--- src/rtl/cache_cpu_controller.sv ---
// CPU-side controller for a write-back MSI cache line store: serves hits locally,
// otherwise arbitrates for the bus, writes back a dirty victim, refills the line, or upgrades it.
module cache_cpu_controller #(
   parameter  int TAG_WIDTH     = 8,
   parameter  int INDEX_WIDTH   = 4,
   parameter  int OFFSET_WIDTH  = 2,
   parameter  int DATA_WIDTH    = 32,
   localparam int ADDRESS_WIDTH = TAG_WIDTH + INDEX_WIDTH + OFFSET_WIDTH
) (
   input  logic                     clock,
   input  logic                     reset,
   input  logic                     cpuRead,
   input  logic                     cpuWrite,
   input  logic [ADDRESS_WIDTH-1:0] cpuAddress,
   input  logic [DATA_WIDTH-1:0]    cpuDataIn,
   output logic [DATA_WIDTH-1:0]    cpuDataOut,
   output logic                     cpuDone,
   output logic [INDEX_WIDTH-1:0]   cacheIndex,
   output logic [OFFSET_WIDTH-1:0]  cacheOffset,
   output logic [TAG_WIDTH-1:0]     cacheTagIn,
   input  logic [TAG_WIDTH-1:0]     cacheTagOut,
   input  logic [1:0]               cacheStateOut,
   input  logic                     cacheHit,
   input  logic [DATA_WIDTH-1:0]    cacheDataOut,
   output logic                     cacheWriteTag,
   output logic                     cacheWriteState,
   output logic                     cacheWriteData,
   output logic [1:0]               cacheStateIn,
   output logic [DATA_WIDTH-1:0]    cacheDataIn,
   output logic                     busRequest,
   input  logic                     busGrant,
   output logic [1:0]               busCommand,
   output logic [ADDRESS_WIDTH-1:0] busAddress,
   output logic                     memRead,
   output logic                     memWrite,
   input  logic                     memAck,
   input  logic [DATA_WIDTH-1:0]    memDataIn,
   output logic [DATA_WIDTH-1:0]    memDataOut
);

   localparam logic [1:0] ST_INVALID  = 2'd0;
   localparam logic [1:0] ST_SHARED   = 2'd1;
   localparam logic [1:0] ST_MODIFIED = 2'd2;

   localparam logic [1:0] CMD_NONE    = 2'd0;
   localparam logic [1:0] CMD_READ    = 2'd1;
   localparam logic [1:0] CMD_READ_EX = 2'd2;
   localparam logic [1:0] CMD_INV     = 2'd3;

   typedef enum logic [2:0] {
      IDLE, HIT, WAIT_GRANT, WRITE_BACK, FILL, INVALIDATE, FINISH, DONE
   } state_t;

   state_t                  r_state;
   state_t                  w_next;
   logic [OFFSET_WIDTH-1:0] r_count;
   logic                    r_write;

   logic [TAG_WIDTH-1:0]    w_tag;
   logic [INDEX_WIDTH-1:0]  w_index;
   logic [OFFSET_WIDTH-1:0] w_offset;
   logic                    w_valid_hit;
   logic                    w_beat;
   logic                    w_last;
   logic [1:0]              w_cmd;
   logic                    w_memRead;
   logic                    w_memWrite;

   assign w_tag       = cpuAddress[ADDRESS_WIDTH-1 -: TAG_WIDTH];
   assign w_index     = cpuAddress[OFFSET_WIDTH +: INDEX_WIDTH];
   assign w_offset    = cpuAddress[OFFSET_WIDTH-1:0];
   assign w_valid_hit = cacheHit && (cacheStateOut == ST_SHARED || cacheStateOut == ST_MODIFIED);
   assign w_beat      = busGrant && memAck;
   assign w_last      = (r_count == '1);

   always_ff @(posedge clock or posedge reset) begin
      if (reset) begin
         r_state <= IDLE;
         r_count <= '0;
         r_write <= 1'b0;
      end else begin
         r_state <= w_next;
         if (r_state == IDLE)
            r_write <= cpuWrite;
         // counter wraps naturally to 0 after the last word, ready for the refill burst
         if ((r_state == WRITE_BACK || r_state == FILL) && w_beat)
            r_count <= r_count + 1'b1;
      end
   end

   always_comb begin
      w_next          = r_state;
      cpuDataOut      = '0;
      cpuDone         = 1'b0;
      cacheIndex      = w_index;
      cacheTagIn      = w_tag;
      cacheOffset     = w_offset;
      cacheWriteTag   = 1'b0;
      cacheWriteState = 1'b0;
      cacheWriteData  = 1'b0;
      cacheStateIn    = ST_INVALID;
      cacheDataIn     = cpuDataIn;
      busRequest      = 1'b0;
      w_cmd           = CMD_NONE;
      busAddress      = cpuAddress;
      w_memRead       = 1'b0;
      w_memWrite      = 1'b0;
      memDataOut      = cacheDataOut;
      case (r_state)
         IDLE: begin
            if (cpuWrite) begin
               if (w_valid_hit && cacheStateOut == ST_MODIFIED) begin
                  cacheWriteData = 1'b1;
                  w_next         = DONE;
               end else begin
                  w_next = WAIT_GRANT;
               end
            end else if (cpuRead) begin
               w_next = w_valid_hit ? DONE : WAIT_GRANT;
            end
         end
         HIT: w_next = DONE;
         WAIT_GRANT: begin
            busRequest = 1'b1;
            // a snooper may have changed the line while we waited, so decide only now
            if (busGrant) begin
               if (r_write && w_valid_hit && cacheStateOut == ST_SHARED)
                  w_next = INVALIDATE;
               else if (!w_valid_hit && cacheStateOut == ST_MODIFIED)
                  w_next = WRITE_BACK;
               else
                  w_next = FILL;
            end
         end
         WRITE_BACK: begin
            busRequest  = 1'b1;
            cacheOffset = r_count;
            busAddress  = {cacheTagOut, w_index, r_count};
            w_memWrite  = 1'b1;
            if (w_beat && w_last)
               w_next = FILL;
         end
         FILL: begin
            busRequest  = 1'b1;
            cacheOffset = r_count;
            busAddress  = {w_tag, w_index, r_count};
            w_cmd       = r_write ? CMD_READ_EX : CMD_READ;
            w_memRead   = 1'b1;
            cacheDataIn = memDataIn;
            if (w_beat) begin
               cacheWriteData = 1'b1;
               if (w_last)
                  w_next = FINISH;
            end
         end
         INVALIDATE: begin
            busRequest = 1'b1;
            w_cmd      = CMD_INV;
            w_next     = FINISH;
         end
         FINISH: begin
            busRequest      = 1'b1;
            cacheWriteTag   = 1'b1;
            cacheWriteState = 1'b1;
            cacheStateIn    = r_write ? ST_MODIFIED : ST_SHARED;
            cacheWriteData  = r_write;
            w_next          = DONE;
         end
         DONE: begin
            cpuDone    = 1'b1;
            cpuDataOut = cacheDataOut;
            w_next     = IDLE;
         end
         default: w_next = IDLE;
      endcase
      // a write-hit in IDLE must not reach the cache while reset is held
      if (reset)
         cacheWriteData = 1'b0;
   end

   assign busCommand = busGrant ? w_cmd : CMD_NONE;
   assign memRead    = w_memRead && busGrant;
   assign memWrite   = w_memWrite && busGrant;

endmodule
--- config.mk ---
export PLATFORM = sky130hd
export DESIGN_NAME = cache_cpu_controller
export DESIGN_NICKNAME = d
export VERILOG_FILES = /design/src/rtl/cache_cpu_controller.sv
export SDC_FILE = /design/constraint.sdc
export NUM_CORES = 1
export LEC_CHECK = 0
export BUFFER_PORTS_ARGS = -buffer_cell sky130_fd_sc_hd__buf_2
export CAP_MARGIN = 20
export CORE_AREA = 2 2 100 102
export DETAILED_ROUTE_END_ITERATION = 10
export DIE_AREA = 0 0 102 104
export GPL_ROUTABILITY_DRIVEN = 0
export PLACE_DENSITY = 0.59
export SYNTH_ARGS = -nofsm -noshare
export SYNTH_HDL_FRONTEND = slang
export SYNTH_SLANG_ARGS = --single-unit
export TNS_END_PERCENT = 1
--- constraint.sdc ---
create_clock -name clock -period 3.4 [get_ports clock]
set_input_delay 0.51 -clock clock [delete_from_list [all_inputs] [get_ports clock]]
set_output_delay 0.51 -clock clock [all_outputs]
set_load 0.03 [all_outputs]
==> metrics.cfg <==
[final_layout]
area_growth_pct=61.7
final_core_util_pct=28.1
nNetsFinal=524
antenna_cells=0
n_fill_cell=1044
drive_gt1_share_pct=76.8
stdcell_count=525

[synthesis]
synth_xor_area_share_pct=0.528
ys_async_sr_fraction_pct=100
synth_compound_area_share_pct=5.88
syn_area_um2=1660
muxShareOfSynthArea_pct=32.1
synth-edff-count=0
synth_seq_cells=6
synth_warnings=0
synth_nets=331
ys.flop_type=dfrtp_1
synth_top_family_by_area=multiplexers
syn-instance-count=201
synth-simple-area-share_pct=22.5
synth.distinct_cells=32
avgSynthCellArea_um2=8.26
synthAdderAreaFrac_pct=2.26
yosysSeqAreaShare_pct=9.04

[grt]
gr-total-overflow=0
antenna_found_initial=0
grt_pass1_vias=1839
grt_max_degree=36
gr-usage-all-layers_pct=10.6
grt_pass1_wl_mm=9.18

[route]
first_pass_iters=4
via_per_inst=3.87
met3_length_um=572
wl_met2_mm=3.16
post_drt_wl_per_cell_um=12.5
drtAntennaViolNets=0
routed_wl_mm=6.58
drc=0
drtIter0Drc=81
num_vias=2032
top_layer=met4
wl_met1_mm=2.80

[worst_setup_path]
crit_type=register to output pin
crit_arrival_ps=2240
r2r-end=r_state[1]$_DFFE_PP0P_
cp_slowest_stage_delay_ps=590
worstRegToRegCells=4
path_max_fanout=16
cp-start-kind=register
rr_startpoint=r_state[2]$_DFFE_PP0P_
crit_required_ps=2890
cpMaxStageDelayCell=dfrtp_1
crit_buf_inv=1
cp_top_family=simple AND/OR/NAND/NOR gates
reg2reg_slack_ps=1230
worst_setup_path_end_kind=output pin
worstPathCellList=nand3b_1 > nor2b_1 > mux2_2 > buf_2

[clock_tree]
cts_hold_buf=0
post-cts-setup-buffers=0
cts_tree=yes
clockRootBuffer=clkbuf_8
ctsResizeCount=0
htree_levels=1
cts_buffers=3
clk_latency_ps=220
clockBufferDepth=2
cts.clk_slew.worst_paths_ps=40
numClockSinks=6

[sta]
clock.fmax_ghz=0.364
slew_headroom_pct=35.6
finalHoldViolations=0
rsz0062_at_grt=false
tns_ps=0
min_period_ps=2750
report.final.slew_viol_count=0
fin_ws_ps=649
fin_crit_sh_pct=80.9
fin_skew_ps=1.37
setup_violations=0
worst_slew_pin_slew_ps=965

[min_path]
hp-class=primary input to asynchronous set/reset pin

[floorplan]
dieArea_um2=10600
io_pins=262
std_cell_rows=36
dieHeight_um=104
coreArea_um2=9550
die_w_um=102
start_util_pct=17.4

[placement]
placed_cells=522
io_buffer_count=249
hpwl_mm=5.81
pre_cts_ws_ps=825

[power]
power_leakage_nw=1.57
power_density_nw_per_um2=723
ir_drop_mv=0.205

[run_status]
status=complete, no violations

[flow_run]
max_cap_violations=0

==> per-layer routing <==
layer / vias to the layer above / track usage, %
met3: 6 / 1.88
met2: 101 / 18.9
met4: 0 / 2.00
met5: - / 0
li1: 1009 / -
met1: 916 / 13.2
==> through the flow <==
stage / hold WS (ps) / total power [mW] / cell area (µm²)
after floorplan: 301 / 1.49 / 1660
after global placement: 455 / 1.84 / 2640
after detailed placement: 457 / 1.85 / 2640
after CTS: 223 / 1.96 / 2690
after global routing: 243 / 2.07 / 2690
final: 216 / 1.94 / 2690
==> layout by cell type (no fill, tap or decap) <==
cell type | Yosys | routed
and3_1 | 3 | 3
nor2_1 | 7 | 7
dfrtp_1 | 6 | 6
clkbuf_8 | 0 | 3
nand3_1 | 3 | 3
a21oi_1 | 3 | 3
mux2_4 | 1 | 1
nand4_1 | 1 | 1
nor2b_1 | 3 | 3
nor3b_4 | 1 | 1
a211oi_1 | 1 | 1
o211ai_1 | 1 | 1
inv_1 | 6 | 6
a31oi_1 | 1 | 1
nand2b_1 | 2 | 2
nand4b_1 | 1 | 1
buf_2 | 4 | 249
o21ai_0 | 2 | 2
nand3b_1 | 2 | 2
buf_4 | 49 | 1
xor2_1 | 1 | 1
nor3_1 | 2 | 2
o32a_1 | 1 | 1
ha_1 | 3 | 3
o211a_1 | 1 | 1
mux2_2 | 46 | 46
a41oi_1 | 1 | 1
o21a_1 | 1 | 1
nand2_1 | 3 | 3
a21o_1 | 2 | 2
and2_1 | 34 | 34
==> logic make-up after synthesis <==
family / count (synthesis)
AOI/OAI and AO/OA: 14
xor gates and xnor gates: 1
adders and majority gates: 3
buffers and inverters: 68
DFF: 6
muxes: 47
and+or+nand+nor: 62
==> registers in the layout, indices dropped and copies added (netlist names) <==
register  cells
r_count       2
r_state       3
r_write       1
==> worst register-to-register path, cell delays in order (launching register included) <==
cell,delay (ps)
dfrtp_1,590
nand3b_1,420
nor2b_1,450
o32a_1,290
mux2_4,310
==> worst max-delay path by stage <==
| stage | from | to | slack, ps | depth (start not counted) |
|---|---|---|---|---|
| after floorplan | cacheStateOut[0] | cacheWriteData | 850 | 6 |
| after global placement | cacheStateOut[0] | cacheWriteData | 830 | 8 |
| after detailed placement | cacheStateOut[0] | cacheWriteData | 830 | 8 |
| after CTS | r_state[2]$_DFFE_PP0P_ | busAddress[1] | 640 | 4 |
| after global routing | r_state[1]$_DFFE_PP0P_ | cpuDataOut[18] | 440 | 3 |
| final | r_state[2]$_DFFE_PP0P_ | busAddress[1] | 650 | 4 |
==> power breakdown <==
| group | internal [mW] | switching, mW |
|---|---|---|
| Sequential | 0.108 | 0.0952 |
| Clock | 0.0759 | 0.0293 |
| Combinational | 0.592 | 1.04 |
| Total | 0.776 | 1.16 |
==> cell usage after synthesis, types with 2 or more instances <==
cell       n  area, µm²
nor2b_1    3       18.8
nand3b_1   2       15.0
ha_1       3       37.5
inv_1      6       22.5
buf_4     49        368
clkbuf_1   7       26.3
nand2b_1   2       12.5
and2_1    34        213
buf_2      4       20.0
nor3_1     2       10.0
and3_1     3       18.8
a21oi_1    3       15.0
dfrtp_1    6        150
o21ai_0    2       10.0
nand3_1    3       15.0
nand2_1    3       11.3
buf_6      2       22.5
nor2_1     7       26.3
mux2_2    46        518
a21o_1     2       15.0
==> cell type report <==
| class | count | area (µm²) | area share, % |
|---|---|---|---|
| timing repair buffer | 250 | 1250 | 46.7 |
| multi-input combinational | 127 | 1050 | 39.1 |
| tap | 133 | 166 | 6.20 |
| sequential | 6 | 150 | 5.59 |
| clock buffer | 3 | 41.3 | 1.54 |
| inverter | 6 | 22.5 | 0.839 |
No activity file was read; power rests on OpenSTA's default activity.
